## src/rtl/seg_scan.sv

```systemverilog
// ============================================================================
// seg_scan -- time-multiplexed 4-digit common-anode seven-segment driver
//
// Purpose:
//   Scans four hex digits one at a time. A prescaler turns the MHz system
//   clock into a slow tick; the scan FSM spends ON_TICKS ticks driving one
//   digit and BLANK_TICKS ticks with every anode off before moving on, which
//   suppresses ghosting between neighbouring digits. New display data is
//   parked in a shadow register and only copied to the displayed (active)
//   register at a frame boundary, so a digit never shows a torn value.
//
// Parameters:
//   DIV          prescaler terminal count; one tick every DIV+1 cycles (<=8191)
//   ON_TICKS     ticks each digit is driven (1..15)
//   BLANK_TICKS  ticks with all anodes off between digits (1..15)
//
// Ports:
//   MHz      in   system clock, single clock domain
//   rst      in   asynchronous active-high reset
//   load     in   1-cycle strobe, captures value/dp
//   value    in   [15:0] four hex nibbles, [3:0] = digit0 (rightmost)
//   dp       in   [3:0] decimal points, 1 = lit, dp[k] belongs to digit k
//   an       out  [3:0] anode enables, active-low, an[k] drives digit k
//   seg      out  [6:0] segments {g,f,e,d,c,b,a}, active-low
//   seg_dp   out  decimal point segment, active-low
//   frame    out  1-cycle pulse in the cycle digit3's blank phase ends
//   pending  out  shadow data is waiting for the next frame boundary
//
// Build option:
//   SEG_LZB_EN  when defined, leading zeros (digits 1..3) are kept dark unless
//               their decimal point is lit. Digit 0 always shows.
// ============================================================================
module seg_scan #(
    parameter int DIV         = 4999,
    parameter int ON_TICKS    = 4,
    parameter int BLANK_TICKS = 1
) (
    input  logic        MHz,
    input  logic        rst,
    input  logic        load,
    input  logic [15:0] value,
    input  logic [3:0]  dp,
    output logic [3:0]  an,
    output logic [6:0]  seg,
    output logic        seg_dp,
    output logic        frame,
    output logic        pending
);

    typedef enum logic {
        ST_BLANK = 1'b0,
        ST_ON    = 1'b1
    } state_t;

    localparam logic [12:0] DIV_C      = 13'(DIV);
    localparam logic [3:0]  ON_LAST    = 4'(ON_TICKS - 1);
    localparam logic [3:0]  BLANK_LAST = 4'(BLANK_TICKS - 1);

    logic [12:0] prescale;
    logic        tick;

    state_t      state, state_nxt;
    logic [1:0]  digit, digit_nxt;
    logic [3:0]  phase_cnt, phase_nxt;
    logic        started, started_nxt;
    logic        phase_done;
    logic        boundary;

    logic [15:0] shadow_val;
    logic [3:0]  shadow_dp;
    logic [15:0] active_val;
    logic [3:0]  active_dp;

    logic [3:0]  nibble;
    logic        digit_dark;
    logic [3:0]  an_d;
    logic [6:0]  seg_d;
    logic        seg_dp_d;

    // Active-low hex decoder, segment order {g,f,e,d,c,b,a}.
    function automatic logic [6:0] hex7(input logic [3:0] h);
        logic [6:0] s;
        case (h)
            4'h0:    s = 7'b1000000;
            4'h1:    s = 7'b1111001;
            4'h2:    s = 7'b0100100;
            4'h3:    s = 7'b0110000;
            4'h4:    s = 7'b0011001;
            4'h5:    s = 7'b0010010;
            4'h6:    s = 7'b0000010;
            4'h7:    s = 7'b1111000;
            4'h8:    s = 7'b0000000;
            4'h9:    s = 7'b0010000;
            4'hA:    s = 7'b0001000;
            4'hB:    s = 7'b0000011;
            4'hC:    s = 7'b1000110;
            4'hD:    s = 7'b0100001;
            4'hE:    s = 7'b0000110;
            default: s = 7'b0001110;
        endcase
        return s;
    endfunction

    // Prescaler: counts 0..DIV and wraps; tick is high in the DIV cycle.
    assign tick = (prescale == DIV_C);

    always_ff @(posedge MHz or posedge rst) begin
        if (rst) begin
            prescale <= '0;
        end else if (tick) begin
            prescale <= '0;
        end else begin
            prescale <= prescale + 13'd1;
        end
    end

    // The phase counter's terminal value depends on which phase we are in.
    assign phase_done = (phase_cnt == ((state == ST_ON) ? ON_LAST : BLANK_LAST));

    // A frame boundary is leaving digit3's blank phase. The very first blank
    // after reset is not a boundary; 'started' tells the two apart.
    assign boundary = tick && phase_done && (state == ST_BLANK) && started
                      && (digit == 2'd3);

    // frame is decoded straight from registered state so it is high in the
    // same cycle the boundary update is applied; a load in that cycle can
    // then go directly to the active register.
    assign frame = boundary;

    // FSM state register: scan state, digit index, tick-in-phase count.
    always_ff @(posedge MHz or posedge rst) begin
        if (rst) begin
            state     <= ST_BLANK;
            digit     <= 2'd0;
            phase_cnt <= 4'd0;
            started   <= 1'b0;
        end else begin
            state     <= state_nxt;
            digit     <= digit_nxt;
            phase_cnt <= phase_nxt;
            started   <= started_nxt;
        end
    end

    // FSM next-state logic, advanced only on tick. The first exit from
    // BLANK after reset stays on digit 0 instead of incrementing.
    always_comb begin
        state_nxt   = state;
        digit_nxt   = digit;
        phase_nxt   = phase_cnt;
        started_nxt = started;
        if (tick) begin
            if (phase_done) begin
                phase_nxt = 4'd0;
                if (state == ST_ON) begin
                    state_nxt = ST_BLANK;
                end else begin
                    state_nxt   = ST_ON;
                    started_nxt = 1'b1;
                    if (started) begin
                        digit_nxt = digit + 2'd1;
                    end
                end
            end else begin
                phase_nxt = phase_cnt + 4'd1;
            end
        end
    end

    // Select the active nibble for the digit being scanned.
    always_comb begin
        nibble = 4'h0;
        case (digit)
            2'd0:    nibble = active_val[3:0];
            2'd1:    nibble = active_val[7:4];
            2'd2:    nibble = active_val[11:8];
            default: nibble = active_val[15:12];
        endcase
    end

`ifdef SEG_LZB_EN
    // Leading-zero blanking: digit k (k>0) stays dark when nibbles k..3 are
    // all zero and its decimal point is off.
    always_comb begin
        digit_dark = 1'b0;
        case (digit)
            2'd1:    digit_dark = (active_val[15:4]  == 12'h000) && !active_dp[1];
            2'd2:    digit_dark = (active_val[15:8]  == 8'h00)   && !active_dp[2];
            2'd3:    digit_dark = (active_val[15:12] == 4'h0)    && !active_dp[3];
            default: digit_dark = 1'b0;
        endcase
    end
`else
    assign digit_dark = 1'b0;
`endif

    // FSM output logic: only one anode is ever enabled, and only in ON.
    always_comb begin
        an_d     = 4'b1111;
        seg_d    = 7'b1111111;
        seg_dp_d = 1'b1;
        if ((state == ST_ON) && !digit_dark) begin
            an_d        = 4'b1111;
            an_d[digit] = 1'b0;
            seg_d       = hex7(nibble);
            seg_dp_d    = ~active_dp[digit];
        end
    end

    // Output register: pins follow the FSM state one cycle later and are
    // glitch-free.
    always_ff @(posedge MHz or posedge rst) begin
        if (rst) begin
            an     <= 4'b1111;
            seg    <= 7'b1111111;
            seg_dp <= 1'b1;
        end else begin
            an     <= an_d;
            seg    <= seg_d;
            seg_dp <= seg_dp_d;
        end
    end

    // Shadow/active data path. Loads park in the shadow register until the
    // frame boundary; a load landing exactly on the boundary bypasses the
    // shadow so it is not delayed by a whole frame. Reset discards anything
    // still pending.
    always_ff @(posedge MHz or posedge rst) begin
        if (rst) begin
            shadow_val <= '0;
            shadow_dp  <= '0;
            active_val <= '0;
            active_dp  <= '0;
            pending    <= 1'b0;
        end else if (boundary) begin
            if (load) begin
                active_val <= value;
                active_dp  <= dp;
            end else if (pending) begin
                active_val <= shadow_val;
                active_dp  <= shadow_dp;
            end
            pending <= 1'b0;
        end else if (load) begin
            shadow_val <= value;
            shadow_dp  <= dp;
            pending    <= 1'b1;
        end
    end

endmodule

```

## config.mk

```make
export PLATFORM = sky130hd
export DESIGN_NAME = seg_scan
export DESIGN_NICKNAME = d
export VERILOG_FILES = /design/src/rtl/seg_scan.sv
export SDC_FILE = /design/constraint.sdc
export NUM_CORES = 1
export LEC_CHECK = 0
export ABC_AREA = 1
export BUFFER_PORTS_ARGS = -buffer_cell sky130_fd_sc_hd__buf_2
export CAP_MARGIN = 20
export CORE_MARGIN = 2
export CORE_UTILIZATION = 50
export CTS_CLUSTER_SIZE = 8
export DETAILED_ROUTE_END_ITERATION = 8
export PLACE_DENSITY = 0.76
export SETUP_SLACK_MARGIN = 0.5
export SLEW_MARGIN = 25
export SYNTH_ARGS = -nofsm -noshare
export SYNTH_HDL_FRONTEND = slang
export SYNTH_SLANG_ARGS = --single-unit
```

## constraint.sdc

```tcl
create_clock -name MHz -period 4 [get_ports MHz]
set_clock_uncertainty 0.05 [all_clocks]
set_input_delay 0.8 -clock MHz [delete_from_list [all_inputs] [get_ports MHz]]
set_output_delay 0.8 -clock MHz [all_outputs]
set_load 0.005 [all_outputs]
```

==> flow_summary.toml, run 1 <==
[yosys]
ys_seq_area_share_pct = 49.1
yosys_most_used_dff = "dfrtp_1"
synth_common_cells = "148 x nand2_1, 63 x nand3_1, 62 x dfrtp_1, 32 x inv_1, 24 x nor2_1"
async_flop_share_pct = 100
yosysMostFrequentCell = "nand2_1"
yosys_warnings = 0
yosys.cell_types.count = 34
netlist_instances = 446
synth-seq-cells = 74
synth_area_leader_cell = "dfrtp_1"
synth_top_area_share_pct = 40.8
synth_edf_count = 0
synth_fp_nets = 482
ys_top_cells_by_area = "dfrtp_1 41%, nand2_1 15%, dfstp_2 8.3%"
avgSynthCellArea_sq_um = 8.52
synth_area_sq_um = 3800

[global_route]
antenna_found_initial = 0
grt_start_max_net_pins = 43
overflow = 0
grt_pass1_vias = 2820
track_usage_pct = 19.9
grt_pass1_wl_mm = 13.4

[cells_and_area]
nets = 518
regArea_sq_um = 1870
instances_no_fill = 586
fillerInstances = 695
fin_util_pct = 58.0
areaGrowthSynthToFinish_pct = 11.2
multi_input_comb_area_sq_um = 1710
antennaDiodeCount = 0
drive_gt1_share_pct = 21.6

[min_path]
hold_class = "register to register"
min_from = "shadow_dp[1]"

[sta]
finalHoldViolations = 0
max_slew_margin_pct = 40.0
worst_pin_slew_ns = 0.898
setup_viol = 0
fin_crit_ns = 2.97
finalCritPeriodShare_pct = 74.3
whs_ns = 0.422
fmaxAchievable_mhz = 337
maxSlewViolCount = 0
rsz0062_at_grt = "false"
setup_tns_ns = 0

[cts]
cts_resized = 0
clockBufferDepth = 2
clk_latency_ns = 0.35
post_cts_buffers = 0
clock_sinks = 74
cts_root_buf = "clkbuf_8"
path_clk_slew_ns = 0.07
cts_made_buffers = 9
hold_buffers = 0
htreeDepth = 3
cts_tree = "built"

[route]
final_antenna_net_count = 0
dr.first_iter.drc_count = 164
avgViaCountPerCell = 5.08
drc = 0
finalWirelength_mm = 7.55
wire_per_inst_um = 12.9
drt-pass1-iter-count = 4
vias = 2975

[pwr]
max-vdd-ir-drop_v = 0.000265
powerDensity_nw_per_um2 = 326
p_leak_nw = 2.17

[critical_path]
start_kind = "register"
critPathSlowestCell = "dfrtp_1"
cp_common_cell = "nand2_1"
crit_path_max_incr_delay_ns = 0.52
path_class = "register to output port"
cp-end-kind = "output port"
cp_max_fo = 23
worstPathCellList = "inv_2 > nand2_1 > nand2_1 > nand2_1 > nor2_4 > nand4_4 > inv_1 > buf_2"
arrival_ns = 2.12
crit-reg2reg-launch = "state"
cp.required_ns = 3.15
critPathLaunch = "state"

[die]
placementRows = 31
start_util_pct = 52.1
die_y_um = 91.2
ios = 37
dieArea_sq_um = 8320
dieWidth_um = 91.2
coreArea_sq_um = 7290

[placement]
portBuffers = 36
dpl.hpwl_mm = 5.24
place.gp.congestion = 0.911
place_inst = 570

[outcome]
status = "complete, no violations"

[job]
cap_violations = 0
per-layer routing:
metal | track usage [%] | vias to the layer above | part of all wire, %
met4 | 5.56 | 0 | 1.6
met2 | 30.7 | 78 | 46
met1 | 27.7 | 1376 | 48
met3 | 5.23 | 14 | 5.0
met5 | 0 | - | 0
li1 | - | 1507 | -
layout make-up:
cell class	count	area share (%)
Clock buffer	14	3.85
Clock inverter	2	0.296
Inverter	36	3.20
Multi-Input combinational cell	320	40.4
Sequential cell	74	44.2
Tap cell	99	2.93
Timing Repair Buffer	41	5.15
layout by cell type (no fill, tap or decap), types with 5 or more instances in the layout:
cell	count
a21oi_1	5
buf_2	36
buf_4	5
clkbuf_8	11
dfrtp_1	62
dfstp_2	12
ha_1	13
inv_1	31
inv_2	5
mux2_2	20
nand2_1	148
nand3_1	63
nor2_1	24
o21ai_0	12
sequential cells by signal, indices dropped and copies added, names as in the netlist:
signal      cells
digit           2
state           1
pending         1
active_val     16
shadow_dp       4
seg_dp          1
shadow_val     16
seg             7
an              4
phase_cnt       4
started         1
prescale       13
active_dp       4
cells by family (layout without fill, tap and decap cells):
group                      after synthesis  in the layout  synth area share, %
AOI/OAI and AO/OA                       26             26                 4.02
xor gates and xnor gates                 5              5                 1.15
adders and majority gates               13             13                 4.28
buffers and inverters                   52             93                 5.92
DFF                                     74             74                 49.1
muxes                                   20             20                 5.93
and+or+nand+nor                        256            256                 29.6
final timing paths:
check / to / slack, ns / cells after the start
setup reg to reg: active_val[13] / 1.52 / 8
max in group asynchronous: an[3] / 2.47 / 3
setup / recovery: frame / 1.03 / 8
min in group asynchronous: shadow_val[3] / 0.60 / 2
hold / removal: shadow_dp[1] / 0.42 / 2
hold reg to reg: shadow_dp[1] / 0.42 / 2
critical path, delay by kind of cell, from the launching register on:
family	cells	cell delay, ns
buf+inv	3	0.44
simple gates	5	0.82
flops	1	0.52
metrics by stage:
| step | instance area, sq um | total power (W) | setup slack [ns] |
|---|---|---|---|
| 5_1_grt | 4230 | 0.00144 | 0.847 |
| 3_5_place_dp | 4050 | 0.000872 | 1.41 |
| 4_1_cts | 4230 | 0.00139 | 1.02 |
| 3_3_place_gp | 4050 | 0.000869 | 1.47 |
| 2_1_floorplan | 3800 | 0.000846 | 1.29 |
| 6_report | 4230 | 0.00138 | 1.03 |
report_power, final:
group | switching [W] | internal [W]
Combinational | 0.0000460 | 0.0000361
Clock | 0.000262 | 0.000259
Sequential | 0.00000897 | 0.000766
Total | 0.000317 | 0.00106
No activity file was read; power rests on OpenSTA's default activity.
==> run 2, diff against run 1 <==
Settings changed: ABC_AREA 1 to 0.
Clock period 4 ns to 2.9 ns, I/O delays scaled along.
==> flow_summary.toml, run 2 <==
[yosys]
yosys.area_share.simple_pct = 10.1
synth_common_cells = "62 x dfrtp_1, 21 x mux2_1, 20 x mux2_2, 18 x mux2_4, 16 x nand2_1"
ys_seq_area_share_pct = 51.1
synth_fp_nets = 310
yosys.cell_types.count = 44
synth_top_family_by_area = "multiplexers"
yosys_warnings = 0
synth-seq-cells = 74
synth_fa_ha_area_share_pct = 4.45
avgSynthCellArea_sq_um = 13.3
ys_top_cells_by_area = "dfrtp_1 42%, dfstp_2 8.6%, mux2_4 7.4%"
synth_compound_area_share_pct = 5.58
synth_area_leader_cell = "dfrtp_1"
synth_top_area_share_pct = 42.4
synthXorXnorAreaFrac_pct = 2.64
synth_edf_count = 0
synth_area_sq_um = 3660
netlist_instances = 274
synthMuxAreaShare_pct = 23.6
yosys_most_used_dff = "dfrtp_1"
yosysMostFrequentCell = "dfrtp_1"
async_flop_share_pct = 100

[route]
met2_length_mm = 3.35
final_antenna_net_count = 0
vias = 2318
wire_per_inst_um = 15.9
finalWirelength_mm = 6.90
dr.max_layer_used = "met4"
met1_length_mm = 3.08
avgViaCountPerCell = 5.33
dr_wl_met3_um = 351
dr.first_iter.drc_count = 88
drt-pass1-iter-count = 4
drc = 0

[critical_path]
crit_path_max_incr_delay_ns = 0.45
arrival_ns = 1.71
path_buf_inv = 1
start_kind = "register"
cp_max_fo = 6
critPathSlowestCell = "dfrtp_1"
path_class = "register to output port"
path_depth = 5
worstPathCellList = "nor3_2 > o21ai_4 > nor2_4 > and4_1 > buf_2"
cp.required_ns = 2.27
cp_top_family = "simple AND/OR/NAND/NOR gates"
cp-end-kind = "output port"
r2r_cells = 7

[cells_and_area]
antennaDiodeCount = 0
top_regs = "active_val x16, shadow_val x16, prescale x13"
instances_no_fill = 435
mostFrequentLayoutCells = "57 x dfrtp_1, 36 x buf_2, 21 x mux2_1"
drive_gt1_share_pct = 43.5
areaGrowthSynthToFinish_pct = 19.6
nets = 367
final_common_cell = "dfrtp_1"

[cts]
cts_root_buf = "clkbuf_8"
cts_made_buffers = 9
cts_tree = "built"
clockBufferDepth = 2
path_clk_slew_ns = 0.08
clk_latency_ns = 0.35
htreeDepth = 3
hold_buffers = 0
clock_sinks = 74

[global_route]
grt_start_max_net_pins = 49
track_usage_pct = 18.0
grt_pass1_vias = 2311
antenna_found_initial = 0
grt_pass1_wl_mm = 10.7
overflow = 0

[sta]
setup_tns_ns = 0
maxSlewViolCount = 0
worst_pin_slew_ns = 0.612
fin_crit_ns = 2.34
max_slew_margin_pct = 58.0
finalHoldViolations = 0
fmaxAchievable_mhz = 428
setup_viol = 0
rsz0062_at_grt = "false"
finalCritPeriodShare_pct = 80.6

[die]
placementRows = 31
dieArea_sq_um = 8010
die_y_um = 89.5
start_util_pct = 51.0
dieWidth_um = 89.5
coreArea_sq_um = 7180
ios = 37

[pwr]
p_leak_nw = 1.91
powerDensity_nw_per_um2 = 500
max-vdd-ir-drop_v = 0.000223
power.total_w = 0.00219

[placement]
place.gp.congestion = 0.856
dpl.hpwl_mm = 4.48
portBuffers = 36
place_inst = 404

[min_path]
hold_class = "primary input to asynchronous set/reset pin"

[job]
cap_violations = 0

[outcome]
status = "complete, no violations"
## run 2: cell types whose count changed after synthesis, sizes merged, moves of 5 or more
cell | before | now
nand2 | 151 | 16
nand3 | 64 | 10
mux2 | 20 | 59
inv | 36 | 9
nor2 | 30 | 11
mux2i | 0 | 11
buf | 13 | 5
o21ai | 13 | 7
and3 | 0 | 5
## run 2: cell families after synthesis
kind of cell    Yosys count
fa+ha+maj                13
buf+inv                  18
flops                    74
mux                      71
simple gates             59
xor+xnor                 11
compound gates           28
## run 2: final timing paths
path	slack (ns)	end	start
min in group MHz	0.40	shadow_val[3]	value[3]
setup reg to reg	0.63	seg[3]	digit[0]
setup / recovery	0.56	frame	phase_cnt[0]
hold / removal	0.25	prescale[1]	rst
hold reg to reg	0.42	phase_cnt[3]	phase_cnt[3]
max in group asynchronous	1.86	an[1]	rst
## run 2: layer usage
layer | up-vias | GRT usage, %
met1 | 1149 | 22.4
met3 | 12 | 5.17
met2 | 54 | 29.0
li1 | 1103 | -
met4 | 0 | 8.14
met5 | - | 0
## run 2: what timing repair did
item	CTS	global route
setup buffers	2	13
pin swaps	2	7
setup endpoints to repair	3	5
resized for setup	6	16
## run 2: where the power goes
part | leakage (nW) | total, W | switching (W) | internal (W)
logic | 0.886 | 0.000161 | 0.0000773 | 0.0000839
registers | 0.905 | 0.00109 | 0.0000195 | 0.00107
clock network | 0.119 | 0.000934 | 0.000381 | 0.000554
## run 2: per-stage QoR
| stage | worst slack, ns | area (sq um) | utilization [%] | hold WS, ns |
|---|---|---|---|---|
| finish | 0.562 | 4370 | 60.9 | 0.255 |
| global route | 0.458 | 4370 | 60.9 | 0.300 |
| CTS | 0.443 | 4220 | 58.8 | 0.270 |
| detailed placement | 0.309 | 3950 | 55.0 | 0.413 |
| global placement | 0.481 | 3950 | 55.0 | 0.411 |
| floorplan | 0.650 | 3660 | - | 0.393 |
## run 2: area by class of cell
type                       instances  area, sq um
tap                               99          124
clock inverter                     4         72.6
fill                             560         2800
inverter                          10         41.3
sequential                        74         1870
timing repair buffer              54          328
multi-input combinational        182         1770
clock buffer                      12          165
==> run 3, diff against run 2 <==
Clock period 2.9 ns to 2.4 ns, I/O delays scaled along.
==> flow_summary.toml, run 3 (synthesized netlist as in run 2, its figures left out) <==
[sta]
setup_ws_ns = 0.195
finalCritPeriodShare_pct = 91.9
maxSlewViolCount = 0
rsz0062_at_grt = "true"
max_slew_margin_pct = 60.2
worst_pin_slew_ns = 0.596
fmaxAchievable_mhz = 453
fin_crit_ns = 2.21
finalHoldViolations = 0
setup_viol = 0
setup_tns_ns = 0

[global_route]
grt_pass1_wl_mm = 12.2
antenna_found_initial = 0
track_usage_pct = 20.9
grt_pass1_vias = 2383
overflow = 0
grt_start_max_net_pins = 37

[cts]
clock_sinks = 74
path_clk_slew_ns = 0.08
htreeDepth = 3
hold_buffers = 0
cts_root_buf = "clkbuf_8"
clk_latency_ns = 0.34
cts_tree = "built"
clockBufferDepth = 2
cts_made_buffers = 9

[critical_path]
critPathSlowestCell = "dfrtp_2"
crit-reg2reg-launch = "digit[0]"
r2r-end = "seg[3]"
worstPathCellList = "nor4b_4 > nand3_4 > nor2_4 > and4_1 > buf_2"
arrival_ns = 1.68
crit_path_max_incr_delay_ns = 0.43
path_depth = 5
critPathLaunch = "prescale[10]"
r2r_slack_ns = 0.23
cp_max_fo = 2
cp-end-kind = "output port"
start_kind = "register"
path_buf_inv = 1
cp_top_family = "simple AND/OR/NAND/NOR gates"
r2r_cells = 9
cp.required_ns = 1.87
path_class = "register to output port"

[cells_and_area]
top_regs = "active_val x16, shadow_val x16, prescale x13"
fillerInstances = 498
instances_no_fill = 455
areaGrowthSynthToFinish_pct = 27.5
nets = 387
final_common_cell = "dfrtp_1"
mostFrequentLayoutCells = "58 x dfrtp_1, 36 x buf_2, 29 x buf_4"
drive_gt1_share_pct = 50.3
antennaDiodeCount = 0

[die]
placementRows = 31
die_y_um = 89.5
start_util_pct = 51.0
dieWidth_um = 89.5
coreArea_sq_um = 7180
dieArea_sq_um = 8010
ios = 37

[placement]
dp_slack_ns = 0.0186
portBuffers = 36
place_inst = 410
place.gp.congestion = 0.825
dpl.hpwl_mm = 4.66

[route]
dr.first_iter.drc_count = 104
avgViaCountPerCell = 5.31
final_antenna_net_count = 0
wire_per_inst_um = 17.0
drt-pass1-iter-count = 8
drc = 0
vias = 2414
finalWirelength_mm = 7.75

[job]
cap_violations = 0

[pwr]
powerDensity_nw_per_um2 = 519
max-vdd-ir-drop_v = 0.000292
p_leak_nw = 2.01

[outcome]
status = "complete, no violations"

[min_path]
hold_class = "primary input to asynchronous set/reset pin"
run 3: cell types whose count changed in the layout (fill, tap and decap cells not counted), sizes merged:
cell,change
clkinv,+2
buf,+20
bufinv,-2
run 3: per-stage QoR:
step           total power [W]  area [sq um]  hold slack (ns)  util, %
2_1_floorplan          0.00147          3670            0.393        -
3_3_place_gp           0.00153          4030            0.411     56.2
3_5_place_dp           0.00153          4030            0.412     56.2
4_1_cts                0.00244          4620            0.153     64.4
5_1_grt                0.00254          4660            0.169     65.0
6_report               0.00242          4660            0.146     65.0
run 3: cell type report:
cell class / count / area [sq um] / share of cell area (%)
Clock buffer: 12 / 155 / 3.33
Timing Repair Buffer: 74 / 562 / 12.0
Clock inverter: 4 / 26.3 / 0.563
Inverter: 10 / 45.0 / 0.966
Multi-Input combinational cell: 182 / 1880 / 40.3
Sequential cell: 74 / 1870 / 40.1
Tap cell: 99 / 124 / 2.66
run 3: timing repair:
item | in CTS | in global routing
setup buffers | 24 | 3
gates cloned | 2 | 0
pin swaps | 18 | 6
gates resized for setup | 40 | 9
setup endpoints to repair | 49 | 49
run 3: how the worst max path moves through the flow:
stage                  end  slack, ns
finish               frame       0.19
CTS                  frame       0.21
global route        seg[3]       0.10
detailed placement  seg[3]       0.02
floorplan           seg[3]       0.30
global placement    seg[3]       0.16
run 3: report_power, final:
part	total [W]	internal, W	switching [W]	leakage, nW
combinational	0.000223	0.000118	0.000105	1.01
sequential	0.00132	0.00129	0.0000249	0.905
clock	0.000878	0.000430	0.000448	0.0924
total	0.00242	0.00184	0.000578	2.01
run 3: layer usage:
layer | up-vias | track usage, % | wire [um]
met4 | 0 | 7.33 | 157
met1 | 1177 | 27.3 | 3390
met3 | 13 | 5.63 | 354
li1 | 1158 | - | -
met5 | - | 0 | 0
met2 | 66 | 33.5 | 3850
